$ cat src/rtl/alu_seq_pkg.sv
// rtl/alu_seq_pkg.sv - shared codes for the ALU sequencer: ALU ops, source selects, opcodes, states
package alu_seq_pkg;

  // Bit-identical to the existing ALU operation encoding.
  typedef enum logic [3:0] {
    ALU_ADD = 4'b0000,
    ALU_SUB = 4'b0001,
    ALU_AND = 4'b0010,
    ALU_OR  = 4'b0011,
    ALU_XOR = 4'b0100,
    ALU_SLL = 4'b0101,
    ALU_SRL = 4'b0110,
    ALU_BEQ = 4'b0111,
    ALU_BNE = 4'b1000,
    ALU_BLT = 4'b1001,
    ALU_BGE = 4'b1010
  } alu_op_e;

  localparam logic [1:0] SRC_A_RS1    = 2'd0;
  localparam logic [1:0] SRC_A_PC     = 2'd1;
  localparam logic [1:0] SRC_A_OLD_PC = 2'd2;

  localparam logic [1:0] SRC_B_RS2  = 2'd0;
  localparam logic [1:0] SRC_B_IMM  = 2'd1;
  localparam logic [1:0] SRC_B_FOUR = 2'd2;

  localparam logic [6:0] OPC_R      = 7'b0110011;
  localparam logic [6:0] OPC_IMM    = 7'b0010011;
  localparam logic [6:0] OPC_LOAD   = 7'b0000011;
  localparam logic [6:0] OPC_STORE  = 7'b0100011;
  localparam logic [6:0] OPC_BRANCH = 7'b1100011;
  localparam logic [6:0] OPC_JAL    = 7'b1101111;
  localparam logic [6:0] OPC_JALR   = 7'b1100111;

  localparam logic [6:0] FUNCT7_ALT = 7'b0100000;

  typedef enum logic [2:0] {
    S_IDLE = 3'd0,
    S_INC  = 3'd1,
    S_EXEC = 3'd2,
    S_TGT  = 3'd3,
    S_RESP = 3'd4
  } state_e;

endpackage

$ cat src/rtl/alu_op_decode.sv
// rtl/alu_op_decode.sv - maps latched instruction fields to the EXEC-cycle ALU controls
module alu_op_decode
  import alu_seq_pkg::*;
(
  input  logic [6:0] opcode,
  input  logic [2:0] funct3,
  input  logic [6:0] funct7,
  output logic [3:0] alu_op,
  output logic [1:0] src_a,
  output logic [1:0] src_b,
  output logic       is_branch,
  output logic       is_jump,
  output logic       illegal
);

  always_comb begin
    alu_op    = ALU_ADD;
    src_a     = SRC_A_RS1;
    src_b     = SRC_B_RS2;
    is_branch = 1'b0;
    is_jump   = 1'b0;
    illegal   = 1'b0;
    case (opcode)
      OPC_R, OPC_IMM: begin
        src_b = (opcode == OPC_IMM) ? SRC_B_IMM : SRC_B_RS2;
        case (funct3)
          3'b000: alu_op = (opcode == OPC_R && funct7 == FUNCT7_ALT) ? ALU_SUB : ALU_ADD;
          3'b111: alu_op = ALU_AND;
          3'b110: alu_op = ALU_OR;
          3'b100: alu_op = ALU_XOR;
          3'b001: alu_op = ALU_SLL;
          // SRA/SRAI is not supported by this ALU.
          3'b101: begin
            if (funct7 == FUNCT7_ALT) illegal = 1'b1;
            else                      alu_op  = ALU_SRL;
          end
          default: illegal = 1'b1;
        endcase
      end
      OPC_LOAD, OPC_STORE: src_b = SRC_B_IMM;
      OPC_BRANCH: begin
        is_branch = 1'b1;
        case (funct3)
          3'b000:  alu_op = ALU_BEQ;
          3'b001:  alu_op = ALU_BNE;
          3'b100:  alu_op = ALU_BLT;
          3'b101:  alu_op = ALU_BGE;
          default: illegal = 1'b1;
        endcase
      end
      OPC_JAL: begin
        is_jump = 1'b1;
        src_a   = SRC_A_OLD_PC;
        src_b   = SRC_B_IMM;
      end
      OPC_JALR: begin
        is_jump = 1'b1;
        src_b   = SRC_B_IMM;
      end
      default: illegal = 1'b1;
    endcase
    // An illegal instruction degrades to a harmless ADD with no PC update.
    if (illegal) begin
      alu_op    = ALU_ADD;
      src_a     = SRC_A_RS1;
      src_b     = SRC_B_RS2;
      is_branch = 1'b0;
      is_jump   = 1'b0;
    end
  end

endmodule

$ cat src/rtl/alu_sequencer.sv
// rtl/alu_sequencer.sv - multi-cycle RV32 ALU sequencer: PC increment, execute, branch target, response
module alu_sequencer
  import alu_seq_pkg::*;
(
  input  logic       clk,
  input  logic       reset_n,
  input  logic       req_valid,
  output logic       req_ready,
  input  logic [6:0] opcode,
  input  logic [2:0] funct3,
  input  logic [6:0] funct7,
  input  logic       alu_bcond,
  output logic [3:0] alu_op,
  output logic [1:0] alu_src_a,
  output logic [1:0] alu_src_b,
  output logic       pc_we,
  output logic       resp_valid,
  input  logic       resp_ready,
  output logic       resp_redirect,
  output logic       resp_illegal
);

  state_e     state;
  logic [6:0] opcode_q;
  logic [2:0] funct3_q;
  logic [6:0] funct7_q;

  logic [3:0] dec_alu_op;
  logic [1:0] dec_src_a;
  logic [1:0] dec_src_b;
  logic       dec_is_branch;
  logic       dec_is_jump;
  logic       dec_illegal;

  alu_op_decode u_decode (
    .opcode    (opcode_q),
    .funct3    (funct3_q),
    .funct7    (funct7_q),
    .alu_op    (dec_alu_op),
    .src_a     (dec_src_a),
    .src_b     (dec_src_b),
    .is_branch (dec_is_branch),
    .is_jump   (dec_is_jump),
    .illegal   (dec_illegal)
  );

  // Outputs are registered: each transition loads the controls for the state being entered.
  always_ff @(posedge clk or negedge reset_n) begin
    if (!reset_n) begin
      state         <= S_IDLE;
      opcode_q      <= '0;
      funct3_q      <= '0;
      funct7_q      <= '0;
      req_ready     <= 1'b1;
      resp_valid    <= 1'b0;
      resp_redirect <= 1'b0;
      resp_illegal  <= 1'b0;
      pc_we         <= 1'b0;
      alu_op        <= ALU_ADD;
      alu_src_a     <= SRC_A_RS1;
      alu_src_b     <= SRC_B_RS2;
    end else begin
      alu_op    <= ALU_ADD;
      alu_src_a <= SRC_A_RS1;
      alu_src_b <= SRC_B_RS2;
      pc_we     <= 1'b0;
      case (state)
        S_IDLE: begin
          if (req_valid) begin
            opcode_q  <= opcode;
            funct3_q  <= funct3;
            funct7_q  <= funct7;
            req_ready <= 1'b0;
            alu_src_a <= SRC_A_PC;
            alu_src_b <= SRC_B_FOUR;
            pc_we     <= 1'b1;
            state     <= S_INC;
          end
        end
        S_INC: begin
          alu_op    <= dec_alu_op;
          alu_src_a <= dec_src_a;
          alu_src_b <= dec_src_b;
          pc_we     <= dec_is_jump;
          state     <= S_EXEC;
        end
        S_EXEC: begin
          if (dec_is_branch && alu_bcond) begin
            alu_src_a <= SRC_A_OLD_PC;
            alu_src_b <= SRC_B_IMM;
            pc_we     <= 1'b1;
            state     <= S_TGT;
          end else begin
            resp_valid    <= 1'b1;
            resp_redirect <= dec_is_jump;
            resp_illegal  <= dec_illegal;
            state         <= S_RESP;
          end
        end
        S_TGT: begin
          resp_valid    <= 1'b1;
          resp_redirect <= 1'b1;
          resp_illegal  <= 1'b0;
          state         <= S_RESP;
        end
        S_RESP: begin
          if (resp_ready) begin
            resp_valid    <= 1'b0;
            resp_redirect <= 1'b0;
            resp_illegal  <= 1'b0;
            req_ready     <= 1'b1;
            state         <= S_IDLE;
          end
        end
        default: begin
          req_ready <= 1'b1;
          state     <= S_IDLE;
        end
      endcase
    end
  end

endmodule

$ cat config.mk
export PLATFORM = sky130hd
export DESIGN_NAME = alu_sequencer
export DESIGN_NICKNAME = d
export VERILOG_FILES = /design/src/rtl/alu_seq_pkg.sv /design/src/rtl/alu_op_decode.sv /design/src/rtl/alu_sequencer.sv
export SDC_FILE = /design/constraint.sdc
export NUM_CORES = 1
export LEC_CHECK = 0
export ABC_CLOCK_PERIOD_IN_PS = 1600
export CORE_UTILIZATION = 44
export DETAILED_ROUTE_END_ITERATION = 12
export PLACE_DENSITY = 0.86
export SLEW_MARGIN = 20
export SYNTH_ARGS = -nofsm -noshare
export SYNTH_HDL_FRONTEND = slang
export SYNTH_SLANG_ARGS = --single-unit
$ cat constraint.sdc
create_clock -name clk -period 1.6 [get_ports clk]
set_clock_uncertainty 0.1 [all_clocks]
set_input_delay 0.16 -clock clk [delete_from_list [all_inputs] [get_ports clk]]
set_output_delay 0.16 -clock clk [all_outputs]
set_load 0.02 [all_outputs]
Word level (Yosys, flattened, before mapping)
Index checks and enable logic that the tools add are counted.
Widths: inputs -> output; s select.
- eq/ne operators: 20
- muxes and demuxes: 43
- bitwise gates (word level): 1
- reduce and logical (&&, ||, !) cells: 15
- operators with widths (kind ; number):
    $pmux 4 s6 ; 1
    $eq 7x6->1 const B ; 3
    $eq 7x7->1 const B ; 3
    $mux 1 ; 18
    $pmux 1 s3 ; 6
    $pmux 4 s4 ; 1
    $eq 3x3->1 const B ; 5
    $pmux 3 s5 ; 1
    $mux 3 ; 4
    $pmux 2 s3 ; 2
    $mux 2 ; 5
    $mux 4 ; 2
    $pmux 4 s2 ; 1
    $reduce_or 4->1 ; 2
    $eq 7x2->1 const B ; 1
    $eq 7x5->1 const B ; 1
    $eq 3x1->1 const B ; 2
    $eq 3x2->1 const B ; 2
    $logic_not 3->1 ; 2
    $ne 2x2->1 const B ; 3
    $reduce_and 3->1 ; 2
    $reduce_or 5->1 ; 1
    $pmux 2 s2 ; 1
    $reduce_and 2->1 ; 2
    6 further kinds ; 8
- register bits after elaboration: 33
- input bits: 22

Longest topological paths before layout
- depth in word-level cells: 8
- gate-level depth with buffers: 7

Hierarchy
A second synthesis with hierarchy kept.
- cells, all modules: 150
- area total of the unflattened synthesis: 1725.4 um^2
- modules (own cells, without submodules) (module ; instances ; cells each ; area each (um^2)):
    alu_sequencer ; 1 ; 102 ; 1396.3
    alu_op_decode ; 1 ; 48 ; 329.1

Worst setup path after synthesis
OpenSTA, ideal clock, no wires.
- path type: register to register
- start: reg state[2]
- end: reg funct3_q[2]
- setup time: 0.125 ns
- arrival time: 1.379 ns
- data required time: 1.375 ns
- setup slack: -0.004 ns
- stages on the path, launching flop included: 5
- period minus slack after synthesis: 1.604 ns
- cell sequence: dfrtp_1 -> buf_4 -> nor4_1 -> buf_2 -> mux2_2
- cells in the longest elaborated chain, start to end: 2
- RTL lines (what ; RTL line ; RTL):
    start, declared ; alu_sequencer.sv:23 ; state_e state;
    start signal, assigned ; alu_sequencer.sv:50 ; state <= S_IDLE;
    start signal, assigned ; alu_sequencer.sv:77 ; state <= S_INC;
    start signal, assigned ; alu_sequencer.sv:85 ; state <= S_EXEC;
    $logic_not 3->1 ; alu_sequencer.sv:67 ; case (state)
    $reduce_and 2->1 (no line) ; -- ;
    end signal, assigned ; alu_sequencer.sv:71 ; funct3_q <= funct3;
    end, declared ; alu_sequencer.sv:25 ; logic [2:0] funct3_q;
No other way between the ends.
A chain may end at the register's enable or synchronous reset.

Final worst setup path
- start: reg opcode_q[2]
- end: reg alu_op[0]
- cells in the longest elaborated chain, start to end: 7
- elaborated cells on any way between the ends: 16
- classes of those cells: eq/ne: 7; mux: 6; reduce/logical: 3
- RTL lines (what ; RTL line ; RTL):
    start, declared ; alu_sequencer.sv:24 ; logic [6:0] opcode_q;
    start signal, assigned ; alu_sequencer.sv:70 ; opcode_q <= opcode;
    $eq 7x6->1 ; alu_op_decode.sv:23, alu_op_decode.sv:27 ;
    $logic_and 1x1->1 ; alu_op_decode.sv:27 ; 3'b000: alu_op = (opcode == OPC_R && funct7 == FUNCT7_ALT) ? ALU_SUB : ALU_ADD;
    $mux 1 ; alu_op_decode.sv:27 ;
    $pmux 4 s6 ; alu_op_decode.sv:26 ; case (funct3)
    $pmux 4 s2 ; alu_op_decode.sv:23 ; case (opcode)
    $mux 4 * ; alu_op_decode.sv:63 ; if (illegal) begin
    $mux 4 * ; alu_sequencer.sv:67 ;
    end signal, assigned ; alu_sequencer.sv:81 ; alu_op <= dec_alu_op;
    end, declared ; alu_sequencer.sv:13 ; output logic [3:0] alu_op,
Mark *: on every way between the ends. The rest lies on a longest branch, timed or not.

==> results.toml <==
[outcome]
status = "finished with violations"
violations = "negative setup slack"

[setup_path]
critical-path-top-delay-family = "simple AND/OR/NAND/NOR gates"
crit_arrival_ns = 1.86
critPathLaunchType = "flop"
critical-path-max-stage-delay_ns = 0.40
crit_type = "reg2reg"
rrSetupSlack_ns = -0.11
r2r-start = "opcode_q[2]"
required_ns = 1.76
worst-path-buf-inv = 0
cp_cell_sequence = "and4bb_4 > nand3b_1 > or3_1 > o22ai_1 > nor2b_1"
crit_path_end_kind = "flop"
slowest_stage = "dfrtp_1"
ff2ff_path_depth = 5
r2r_end = "alu_op[0]"
worst-path-max-fanout = 3

[global_route]
track_usage = 0.207
grt_antenna_before_repair = 0
grt_pass1_wl_um = 5290
grt_pass1_vias = 1214
grt.overflow.total = 0
grt_max_degree = 33

[logic_synthesis]
netlist.area_leader.share = 0.529
synthAdderAreaFrac = 0
synth_top_family_by_area = "simple AND/OR/NAND/NOR gates"
synthXorXnorAreaFrac = 0
avgSynthCellArea_um2 = 11.6
yosys.area_share.simple = 0.168
synth_fp_nets = 148
synth_compound_area_frac = 0.135
ys_ff_latch = 32
netlist_area_um2 = 1470
synth_warnings = 0
synth.area.mux_share = 0.115
seq_area_frac_synth = 0.547
synth_top_area_cell = "dfrtp_1"
synth_cells = 126
yosys-top-cells-area = "dfrtp_1, mux2_2, nor2_1, nand2_1, mux2_1"
synthDistinctLibCells = 43

[die]
ios = 35
die_h_um = 59.7
start_util = 0.473
coreArea_um2 = 3100
dieArea_um2 = 3570
dieWidth_um = 59.7
rows = 20

[cts]
clockRootBuffer = "clkbuf_4"
clockBufferDepth = 2
clkSinkCount = 32
clkLatencyLatePin_ns = 0.32
ctsHoldBuffers = 0
htree_levels = 2
cts_made_buffers = 5
clkTransAtPathRegs_ns = 0.09
tritoncts = "done"

[routing]
drt_iter0_drc = 44
firstDrtPassIters = 4
via_per_inst = 5.26
postRouteAntennaNets = 0
wire_per_inst_um = 13.9
dr_total_vias = 1173
drc = 0
routed_wl_um = 3110

[power]
p_leak_nw = 0.907
p_comb_frac = 0.420
seqPwrFrac = 0.432
power_density_nw_per_um2 = 1570
p_switching_mw = 1.14
worst_ir_drop_vdd_mv = 0.905
clockPowerShare = 0.147
p_int_mw = 2.17
p_sw_frac = 0.345

[sta]
rsz0062_at_grt = "yes"
hold_slack_ns = 0.131
drv_slew = 0
setup-violations-final = 5
clock.fmax_ghz = 0.586
period_needed_ns = 1.71
relSlewSlack = 0.738
hold_viol_final = 0
worst_pin_slew_ns = 0.393
fin_crit_sh = 1.07
fin_ws_ns = -0.107

[cells_and_area]
finalInstanceArea_um2 = 2110
fin_nets = 201
seqCellArea_um2 = 805
syn_to_final_growth_pct = 43.8
multi_input_area_um2 = 671
final_util = 0.679
n_fill_cell = 268
diodes = 0
drive_gt1_frac = 0.318

[placement]
post-dp-hpwl_um = 2320
place_area_um2 = 1980
gp_congestion = 0.838
io_buffer_count = 34

[run]
cap_violations = 0

[min_path]
hp-class = "in2async"
## synthesized netlist by cell type
master / instances
a2111oi_2: 1
o22a_1: 1
inv_1: 3
o21ai_1: 4
o221ai_1: 1
or4b_1: 1
o21bai_1: 1
nor3b_1: 2
nor3_1: 1
nand4bb_1: 1
clkbuf_1: 2
a21oi_1: 6
nand3b_1: 4
or3_1: 2
buf_2: 2
dfrtp_1: 31
nand2b_1: 1
o21ai_0: 3
buf_4: 3
nand3_2: 1
or2_1: 2
o31a_1: 1
nand2_1: 9
a211o_1: 1
a21bo_1: 1
nand3_1: 1
nor2_1: 10
o31ai_1: 1
o21a_1: 1
and3_1: 1
dfstp_2: 1
a31oi_1: 1
nor4_1: 1
mux2_1: 3
o22ai_1: 2
a21o_1: 1
nor3_2: 1
nor2b_1: 1
and4bb_4: 1
a31o_2: 1
mux2_2: 12
nor3b_2: 1
a2bb2oi_2: 1
## through the flow
step	setup TNS, ns	cells	power (mW)	setup WS, ns
6_report	-0.266	223	3.31	-0.107
5_1_grt	-0.820	223	3.55	-0.212
4_1_cts	-0.307	223	3.32	-0.116
3_5_place_dp	-2.23	215	2.75	-0.140
3_3_place_gp	-1.63	215	2.67	-0.104
2_1_floorplan	0	126	2.18	0.0000889
## repair_timing
item / CTS / global route
gates resized for setup: 10 / 8
buffers inserted: 1 / 0
pin swaps: 4 / 10
setup endpoints to repair: 10 / 12
## worst reg2reg max path, cell delays in order (launching register included)
cell,delay [ns]
dfrtp_1,0.40
and4bb_4,0.35
nand3b_1,0.14
or3_1,0.34
o22ai_1,0.17
nor2b_1,0.14
## power by group through the flow
stage	clock network (mW)	logic, mW	registers, mW
4_1_cts	0.511	1.39	1.43
3_3_place_gp	0	1.27	1.39
2_1_floorplan	0	0.786	1.40
5_1_grt	0.556	1.52	1.48
3_5_place_dp	0	1.32	1.43
6_report	0.489	1.39	1.43
## final cells by class
cell class                 count  area share
inverter                       3     0.00534
sequential                    32       0.382
multi-input combinational     84       0.318
tap                           44      0.0261
clock buffer                   7      0.0309
timing repair buffer          53       0.238
## cell usage in the layout, fill, tap and decap left out, types with 2 or more instances in the layout
cell type        count
o21ai_1              3
dlymetal6s2s_1       3
or2_1                2
mux2_2              12
o22ai_1              2
mux2_1               3
nor3b_2              2
dfrtp_2              2
nand3b_1             4
clkdlybuf4s50_1     30
clkbuf_8             2
nand2_1              9
a21oi_1              5
nor2_1               8
o21ai_0              3
or3_1                2
buf_4               18
inv_1                3
dfrtp_1             29
clkbuf_4             5
## registers in the layout, summed over array words and instances, names as in the netlist
signal         cells
alu_src_a          2
resp_valid         1
resp_redirect      1
alu_op             4
alu_src_b          1
state              3
pc_we              1
opcode_q           7
req_ready          1
funct3_q           3
funct7_q           7
resp_illegal       1
## logic make-up (layout without fill, tap and decap cells)
logic type,Yosys count,count (layout)
AO/OA/AOI/OAI,28,28
buffers and inverters,10,63
flip-flops,32,32
multiplexers,15,15
AND/OR/NAND/NOR,41,41
## how the worst max path moves through the flow
stage                      startpoint     endpoint  slack [ns]  cells after the start
after floorplan              state[2]  funct3_q[0]     0.00009                      4
after detailed placement    req_valid  funct7_q[3]       -0.14                      5
final                     opcode_q[2]    alu_op[0]       -0.11                      5
after global placement      req_valid  funct7_q[2]       -0.10                      5
after CTS                 opcode_q[2]    alu_op[0]       -0.12                      5
after global routing      opcode_q[2]    alu_op[0]       -0.21                      5
## routing by layer
metal	share of wire	track usage
met1	0.40	0.236
met2	0.53	0.362
met3	0.054	0.0671
met4	0.017	0.0764
met5	0	0
Note: power is estimated with default switching activity, not from simulation.
